**config.mk**
```make
export PLATFORM = sky130hd
export DESIGN_NAME = conv_window_accumulator
export DESIGN_NICKNAME = d
export VERILOG_FILES = /design/src/rtl/conv_window_accumulator.sv
export SDC_FILE = /design/constraint.sdc
export NUM_CORES = 1
export LEC_CHECK = 0
export BUFFER_PORTS_ARGS = -buffer_cell sky130_fd_sc_hd__buf_2
export CORE_MARGIN = 1.5
export CORE_UTILIZATION = 45
export DETAILED_ROUTE_END_ITERATION = 12
export PLACE_DENSITY = 0.62
export SLEW_MARGIN = 0
export SYNTH_ARGS = -nofsm -noshare
export SYNTH_HDL_FRONTEND = slang
export SYNTH_SLANG_ARGS = --single-unit
```
**constraint.sdc**
```tcl
create_clock -name clk -period 6.28 [get_ports clk]
set_input_delay 0 -clock clk [delete_from_list [all_inputs] [get_ports clk]]
set_output_delay 0 -clock clk [all_outputs]
set_load 0.03 [all_outputs]
```
**src/rtl/conv_window_accumulator.sv**
```systemverilog
// Binary-weight 3x3 convolution accumulator: sums TI channel slices per output pixel
// and presents each pixel on a valid/ready port with coordinates and a requantised activation.
module conv_window_accumulator #(
    parameter int TI         = 3,
    parameter int INPUT_SIZE = 16,
    parameter int ACC_W      = 16,
    parameter int SHIFT      = 5
) (
    input  logic                    clk,
    input  logic                    rst_n,
    input  logic                    window_valid,
    input  logic [5:0]              x11,
    input  logic [5:0]              x12,
    input  logic [5:0]              x13,
    input  logic [5:0]              x21,
    input  logic [5:0]              x22,
    input  logic [5:0]              x23,
    input  logic [5:0]              x31,
    input  logic [5:0]              x32,
    input  logic [5:0]              x33,
    input  logic                    w11,
    input  logic                    w12,
    input  logic                    w13,
    input  logic                    w21,
    input  logic                    w22,
    input  logic                    w23,
    input  logic                    w31,
    input  logic                    w32,
    input  logic                    w33,
    input  logic                    out_ready,
    output logic                    out_valid,
    output logic signed [ACC_W-1:0] out_data,
    output logic [5:0]              out_act,
    output logic [8:0]              out_col,
    output logic [8:0]              out_row,
    output logic                    frame_done,
    output logic                    overflow,
    output logic                    busy
);

    localparam int              CNT_W    = 5;
    localparam logic [CNT_W-1:0] LAST_CNT = CNT_W'(TI - 1);
    localparam logic [8:0]      LAST_POS = 9'(INPUT_SIZE - 3);

    logic [5:0]              x_arr [9];
    logic [8:0]              w_vec;

    logic signed [10:0]      partial_q, partial_d, window_sum;
    logic                    p_valid_q, p_valid_d;
    logic signed [ACC_W-1:0] acc_q, acc_d;
    logic [CNT_W-1:0]        chan_cnt_q, chan_cnt_d;
    logic signed [ACC_W-1:0] partial_ext, result_sum;
    logic                    complete;

    logic                    out_valid_q, out_valid_d;
    logic signed [ACC_W-1:0] out_data_q, out_data_d;
    logic [8:0]              col_q, col_d, row_q, row_d;
    logic                    overflow_q, overflow_d;
    logic                    accept;
    logic signed [ACC_W-1:0] shifted;

    assign x_arr = '{x11, x12, x13, x21, x22, x23, x31, x32, x33};
    assign w_vec = {w33, w32, w31, w23, w22, w21, w13, w12, w11};

    // Stage 1: signed dot product of the window against +/-1 weights.
    always_comb begin
        window_sum = '0;
        for (int i = 0; i < 9; i++) begin
            if (w_vec[i]) window_sum = window_sum + $signed({5'b0, x_arr[i]});
            else          window_sum = window_sum - $signed({5'b0, x_arr[i]});
        end
        p_valid_d = window_valid;
        partial_d = window_valid ? window_sum : partial_q;
    end

    // Stage 2: the final slice of a group bypasses acc so the pixel leaves without an extra cycle.
    always_comb begin
        partial_ext = {{(ACC_W-11){partial_q[10]}}, partial_q};
        result_sum  = acc_q + partial_ext;
        acc_d       = acc_q;
        chan_cnt_d  = chan_cnt_q;
        complete    = 1'b0;
        if (p_valid_q) begin
            if (chan_cnt_q == LAST_CNT) begin
                complete   = 1'b1;
                acc_d      = '0;
                chan_cnt_d = '0;
            end else begin
                acc_d      = result_sum;
                chan_cnt_d = chan_cnt_q + 1'b1;
            end
        end
    end

    always_comb begin
        accept      = out_valid_q && out_ready;
        out_valid_d = out_valid_q;
        out_data_d  = out_data_q;
        col_d       = col_q;
        row_d       = row_q;
        overflow_d  = overflow_q;
        if (accept) begin
            out_valid_d = 1'b0;
            if (col_q == LAST_POS) begin
                col_d = '0;
                row_d = (row_q == LAST_POS) ? 9'd0 : row_q + 9'd1;
            end else begin
                col_d = col_q + 9'd1;
            end
        end
        // A pixel that finds the result register still occupied is lost, not queued.
        if (complete) begin
            if (!out_valid_q || out_ready) begin
                out_valid_d = 1'b1;
                out_data_d  = result_sum;
            end else begin
                overflow_d  = 1'b1;
            end
        end
    end

    always_ff @(posedge clk or negedge rst_n) begin
        if (!rst_n) begin
            partial_q   <= '0;
            p_valid_q   <= 1'b0;
            acc_q       <= '0;
            chan_cnt_q  <= '0;
            out_valid_q <= 1'b0;
            out_data_q  <= '0;
            col_q       <= '0;
            row_q       <= '0;
            overflow_q  <= 1'b0;
        end else begin
            partial_q   <= partial_d;
            p_valid_q   <= p_valid_d;
            acc_q       <= acc_d;
            chan_cnt_q  <= chan_cnt_d;
            out_valid_q <= out_valid_d;
            out_data_q  <= out_data_d;
            col_q       <= col_d;
            row_q       <= row_d;
            overflow_q  <= overflow_d;
        end
    end

    always_comb begin
        shifted = out_data_q >>> SHIFT;
        if (shifted[ACC_W-1])            out_act = 6'd0;
        else if (|shifted[ACC_W-2:6])    out_act = 6'd63;
        else                             out_act = shifted[5:0];
    end

    assign out_valid  = out_valid_q;
    assign out_data   = out_data_q;
    assign out_col    = col_q;
    assign out_row    = row_q;
    assign overflow   = overflow_q;
    assign frame_done = out_valid_q && (col_q == LAST_POS) && (row_q == LAST_POS);
    assign busy       = (chan_cnt_q != '0) || p_valid_q;

endmodule

```
==> qor.yml, run 1 <==
outcome:
  status: "finished with violations"
  violations: "setup timing"
worst_setup_path:
  crit_path_max_fanout: 5
  end_kind: "flop"
  crit_slowest_cell: "fa_2"
  critPathMostFrequentCell: "a21oi_2"
  worstPathRequired_ns: 6.54
  cp.arrival_ns: 6.83
  worst_setup_path_start_kind: "input pin"
  slowest_delay_ns: 0.65
  critical_path_class: "in -> reg"
min_path:
  hp-class: "in -> reg"
layout:
  final_nets: 1314
  num-fill-cells: 1514
  mostFrequentLayoutCell: "buf_2"
  multi_input_area_um2: 5930
  antennaDiodeCount: 0
  seqCellArea_um2: 1730
  area_growth_pct: 28.4
  drive_above_1_share: 0.279
  final_cell_mix: "buf_2 (106), ha_1 (103), buf_4 (99), nor2_1 (79), xnor2_1 (78)"
die:
  io_pins: 111
  core-area_um2: 16700
  dieArea_um2: 18100
  fp.dieH_um: 134
  dieWidth_um: 134
  rows: 47
  start_util: 0.465
sta:
  setup_violations: 1
  tightest_slew_ns: 0.917
  max_freq_mhz: 152
  finalCriticalPeriod_ns: 6.58
  whs_ns: 0.132
  max_slew_margin: 0.383
  skew_ns: 0.00407
  rsz0062_at_grt: "true"
  hold_viol_final: 0
  period_share: 1.05
  slew_viol_final: 0
  setup_ws_ns: -0.296
global_route:
  grt_pass1_vias: 6706
  globalRouteOverflowTotal: 0
  grt_max_degree: 70
  grt_usage: 0.192
  antenna_found_initial: 0
  grt_first_pass_wirelength_um: 29300
clock_tree:
  clk_pin_slew_ns: 0.05
  clock-sinks: 69
  clockBufferDepth: 2
  cts_buffers: 9
  cts_tree: "built"
  h-tree-depth: 3
  cts-root-buf: "clkbuf_16"
  clk_latency_ns: 0.33
routing:
  dr.pass1.iters: 4
  finalWirelength_um: 16700
  route.vias.total: 6941
  ant_nets: 0
  drt_iter0_drc: 199
  drt-vias-per-instance: 5.13
  routedWlPerCell_um: 12.4
  drcViolationCount: 0
synth:
  synthCells: 922
  syn-cell-area_um2: 7770
  yosys.area_share.simple: 0.154
  yosys_register_bits: 69
  postSynthAreaPerCell_um2: 8.42
  synth_edf_count: 0
  yosysSeqAreaShare: 0.222
  synth_top_family_by_area: "adder cells"
  synth_fp_nets: 1109
  ys_types: 51
  ys.warnings.count: 0
  async_flop_share: 1.00
  synthXorXnorAreaFrac: 0.156
  synth-compound-area-share: 0.185
  synthAdderAreaFrac: 0.202
  synth_ff_type: "dfrtp_1"
  synthMuxAreaShare: 0.0329
placement:
  place_ws_ns: -0.691
  gp_congestion: 0.824
  hpwl_um: 13500
  portBuffers: 110
run:
  drv_cap: 0
## logic make-up (layout without fill, tap and decap cells)
group | count (synthesis) | after routing
multiplexers | 23 | 23
AO/OA/AOI/OAI | 228 | 228
flip-flops | 69 | 69
AND/OR/NAND/NOR | 248 | 248
buffers and inverters | 99 | 309
adder cells (fa/ha/maj) | 120 | 120
XOR/XNOR | 135 | 135
## repair_timing
| action | in CTS | in global routing |
|---|---|---|
| resized for setup | 10 | 33 |
| pin swaps | 26 | 35 |
| buffers inserted | 5 | 7 |
| hold buffers | 3 | 0 |
| gates cloned | 0 | 0 |
| endpoints found under the hold margin | 71 | 0 |
| setup endpoints to repair | 1 | 4 |
## critical path, delay by kind of cell
| family | cells | cell delay (ns) |
|---|---|---|
| XOR/XNOR | 6 | 1.04 |
| AO/OA/AOI/OAI | 9 | 1.55 |
| multiplexers | 1 | 0.28 |
| adder cells (fa/ha/maj) | 9 | 3.53 |
| AND/OR/NAND/NOR | 1 | 0.13 |
| buffers and inverters | 3 | 0.26 |
## synthesized netlist by cell type (all sizes together) (2+ instances only)
| library cell | instances | area share |
|---|---|---|
| mux2 | 20 | 0.029 |
| nand4 | 7 | 0.0056 |
| o22ai | 15 | 0.012 |
| nand2b | 9 | 0.0072 |
| a31oi | 29 | 0.023 |
| nand3 | 14 | 0.0090 |
| fa | 9 | 0.023 |
| o21bai | 24 | 0.023 |
| o211ai | 2 | 0.0019 |
| dfrtp | 69 | 0.22 |
| inv | 79 | 0.038 |
| xnor2 | 82 | 0.092 |
| a211oi | 2 | 0.0026 |
| or4b | 2 | 0.0031 |
| nor2 | 85 | 0.041 |
| nand2 | 57 | 0.028 |
| or3 | 7 | 0.0058 |
| and3 | 6 | 0.0048 |
| a21o | 19 | 0.018 |
| o41ai | 6 | 0.012 |
| xnor3 | 2 | 0.0058 |
| o21a | 4 | 0.0039 |
| clkbuf | 19 | 0.0092 |
| nand3b | 3 | 0.0029 |
| xor2 | 51 | 0.058 |
| o31ai | 7 | 0.0068 |
| nor3 | 35 | 0.023 |
| a21oi | 80 | 0.052 |
| nor4 | 9 | 0.011 |
| nor2b | 7 | 0.0056 |
| mux2i | 3 | 0.0039 |
| ha | 111 | 0.18 |
| o21ai | 36 | 0.024 |
| o41a | 2 | 0.0029 |
| nor3b | 3 | 0.0029 |
## stage by stage
step	instance area, µm²	util	instances	TNS [ns]
finish	9970	0.597	1352	-0.296
global route	9970	0.597	1352	-1.14
CTS	9770	0.585	1346	-0.234
detailed placement	9320	0.558	1322	-1.41
global placement	9320	0.558	1322	-1.04
floorplan	7900	-	922	-0.219
## registers in the layout (all words and copies together), names as in the netlist
register    cells
out_row         9
chan_cnt_q      5
out_data       16
partial_q      11
out_valid       1
p_valid_q       1
overflow        1
acc_q          16
out_col         9
## layer usage
layer  vias to the layer above  wire length [µm]  part of all wire  GRT usage
met5                         -                 0                 0          0
met4                         0               103            0.0062     0.0341
met3                         6               393             0.024     0.0174
met2                        97              7990              0.48      0.332
met1                      3169              8220              0.49      0.263
li1                       3669                 -                 -          -
## final timing paths
check	start	to	slack, ns	depth (start not counted)
max in group asynchronous	rst_n	acc_q[15]	5.30	3
min in group asynchronous	rst_n	acc_q[1]	0.40	3
worst min register to register	out_data[4]	out_data[4]	0.48	2
worst max register to register	partial_q[10]	out_data[15]	3.51	9
worst max-delay path	x11[0]	partial_q[10]	-0.30	29
worst min-delay path	x33[0]	partial_q[0]	0.13	3
## layout make-up
| type | instances | share of cell area |
|---|---|---|
| inverters | 79 | 0.0317 |
| clock inverters | 4 | 0.00954 |
| repair buffers | 214 | 0.138 |
| flip-flops and latches | 69 | 0.173 |
| clock buffers | 12 | 0.0247 |
| multi-input cells | 754 | 0.595 |
| well taps | 220 | 0.0276 |
Power of run 1 is left out: the tool's default activity adds up to more than one toggle a clock period on the data nets, which glitch-free logic cannot reach.
==> inputs of run 2 (changes only) <==
- CORE_UTILIZATION: 45 -> 44
- PLACE_DENSITY: 0.62 -> 0.61
==> run 2 against run 1 <==
Wire length shrank 0.44%. First-iteration DRC count grew 15%. Cell area grew 0.65%. Sequential share of layout area shrank 0.11 points. The flow still finishes with violations (setup timing). Register-to-register slack is essentially flat. Via count shrank 0.32%. Maximum frequency shrank 0.28%. Die area grew 2.2%. Critical path depth grew 6. Cell count grew 1.0%. Clock-buffer cell count grew 2.
==> qor.yml, run 2 (synthesis gave the netlist of run 1 again) <==
worst_setup_path:
  crit_path_max_fanout: 3
  critPathMostFrequentCell: "ha_1"
  critical_path_class: "in -> reg"
  end_kind: "flop"
  worstPathRequired_ns: 6.53
  slowest_delay_ns: 0.59
  cp.arrival_ns: 6.85
  worst_setup_path_start_kind: "input pin"
  crit_slowest_cell: "fa_2"
clock_tree:
  clockBufferDepth: 2
  cts-root-buf: "clkbuf_16"
  cts_buffers: 9
  clk_pin_slew_ns: 0.05
  h-tree-depth: 3
  clk_latency_ns: 0.33
  cts_tree: "built"
  clock-sinks: 69
placement:
  gp_congestion: 0.878
  dp_cells: 1331
  hpwl_um: 13300
  portBuffers: 110
run:
  drv_cap: 0
routing:
  drt_iter0_drc: 228
  finalWirelength_um: 16600
  routedWlPerCell_um: 12.2
  drcViolationCount: 0
  dr.pass1.iters: 4
  route.vias.total: 6919
  drt-vias-per-instance: 5.07
  ant_nets: 0
min_path:
  hp-class: "in -> reg"
global_route:
  grt_pass1_vias: 6329
  grt_usage: 0.182
  antenna_found_initial: 0
  grt_max_degree: 70
  globalRouteOverflowTotal: 0
  grt_first_pass_wirelength_um: 28000
sta:
  period_share: 1.05
  slew_viol_final: 0
  finalCriticalPeriod_ns: 6.59
  rsz0062_at_grt: "true"
  skew_ns: 0.00560
  max_slew_margin: 0.350
  fin_setup_tns_ns: -0.474
  hold_viol_final: 0
  setup_violations: 3
  max_freq_mhz: 152
  tightest_slew_ns: 0.973
  setup_ws_ns: -0.315
layout:
  seqCellArea_um2: 1730
  num-fill-cells: 1576
  utilization: 0.580
  multi_input_area_um2: 6050
  antennaDiodeCount: 0
  final_nets: 1323
  area_growth_pct: 29.2
  mostFrequentLayoutCell: "buf_4"
  final_cells: 1366
  final_cell_mix: "buf_4 (110), buf_2 (109), ha_1 (98), nor2_1 (80)"
  drive_above_1_share: 0.287
die:
  rows: 48
  core-area_um2: 17300
  io_pins: 111
  start_util: 0.449
  dieArea_um2: 18500
  dieWidth_um: 136
  fp.dieH_um: 136
outcome:
  violations: "setup timing"
  status: "finished with violations"
[run 2: cell types whose count changed in the layout (fill, tap and decap cells not counted), sizes merged]
cell,previous run,this run
buf,211,220
clkinv,1,2
clkbuf,12,14
bufinv,3,0
[run 2: worst paths after layout]
check | start | to | slack (ns) | depth (start not counted)
min in group asynchronous | rst_n | acc_q[1] | 0.40 | 3
max in group asynchronous | rst_n | acc_q[13] | 5.31 | 3
min reg2reg | out_data[4] | out_data[4] | 0.47 | 2
max | x12[1] | partial_q[10] | -0.31 | 35
max reg2reg | partial_q[10] | out_data[15] | 3.51 | 9
min | x33[0] | partial_q[0] | 0.11 | 3
[run 2: area by class of cell]
class | count | share of cell area
repair buffers | 223 | 0.141
flip-flops and latches | 69 | 0.172
well taps | 225 | 0.0281
inverters | 79 | 0.0310
clock buffers | 14 | 0.0243
multi-input cells | 754 | 0.603
clock inverters | 2 | 0.000997
[run 2: layer usage]
layer,share of wire,wire [µm],vias to the layer above,track usage
met2,0.46,7690,95,0.304
met1,0.50,8380,3125,0.254
met3,0.022,365,13,0.0104
li1,-,-,3686,-
met5,0,0,-,0
met4,0.012,197,0,0.0538
[run 2: metrics by stage]
step | hold slack, ns | area [µm²] | setup slack, ns
2_1_floorplan | -0.296 | 7900 | -0.219
4_1_cts | 0.0897 | 9760 | -0.217
5_1_grt | 0.117 | 10000 | -0.718
3_5_place_dp | 0.260 | 9360 | -0.696
6_report | 0.106 | 10000 | -0.315
3_3_place_gp | 0.259 | 9360 | -0.582
[run 2: timing repair]
action                                  CTS  global route
pin swaps                                20            31
hold buffers                              3             0
endpoints found under the setup margin    1             4
cloned                                    0             0
hold endpoints to repair                 71             0
gates resized for setup                  17            26
buffers inserted                          4            12
[run 2: critical path: cells and delay by family]
kind	cells	cell delay, ns
simple gates	1	0.07
buf+inv	4	0.39
fa+ha+maj	9	2.86
xor+xnor	9	1.48
mux	1	0.30
compound gates	11	1.76
Power of run 2 is left out for the same reason.
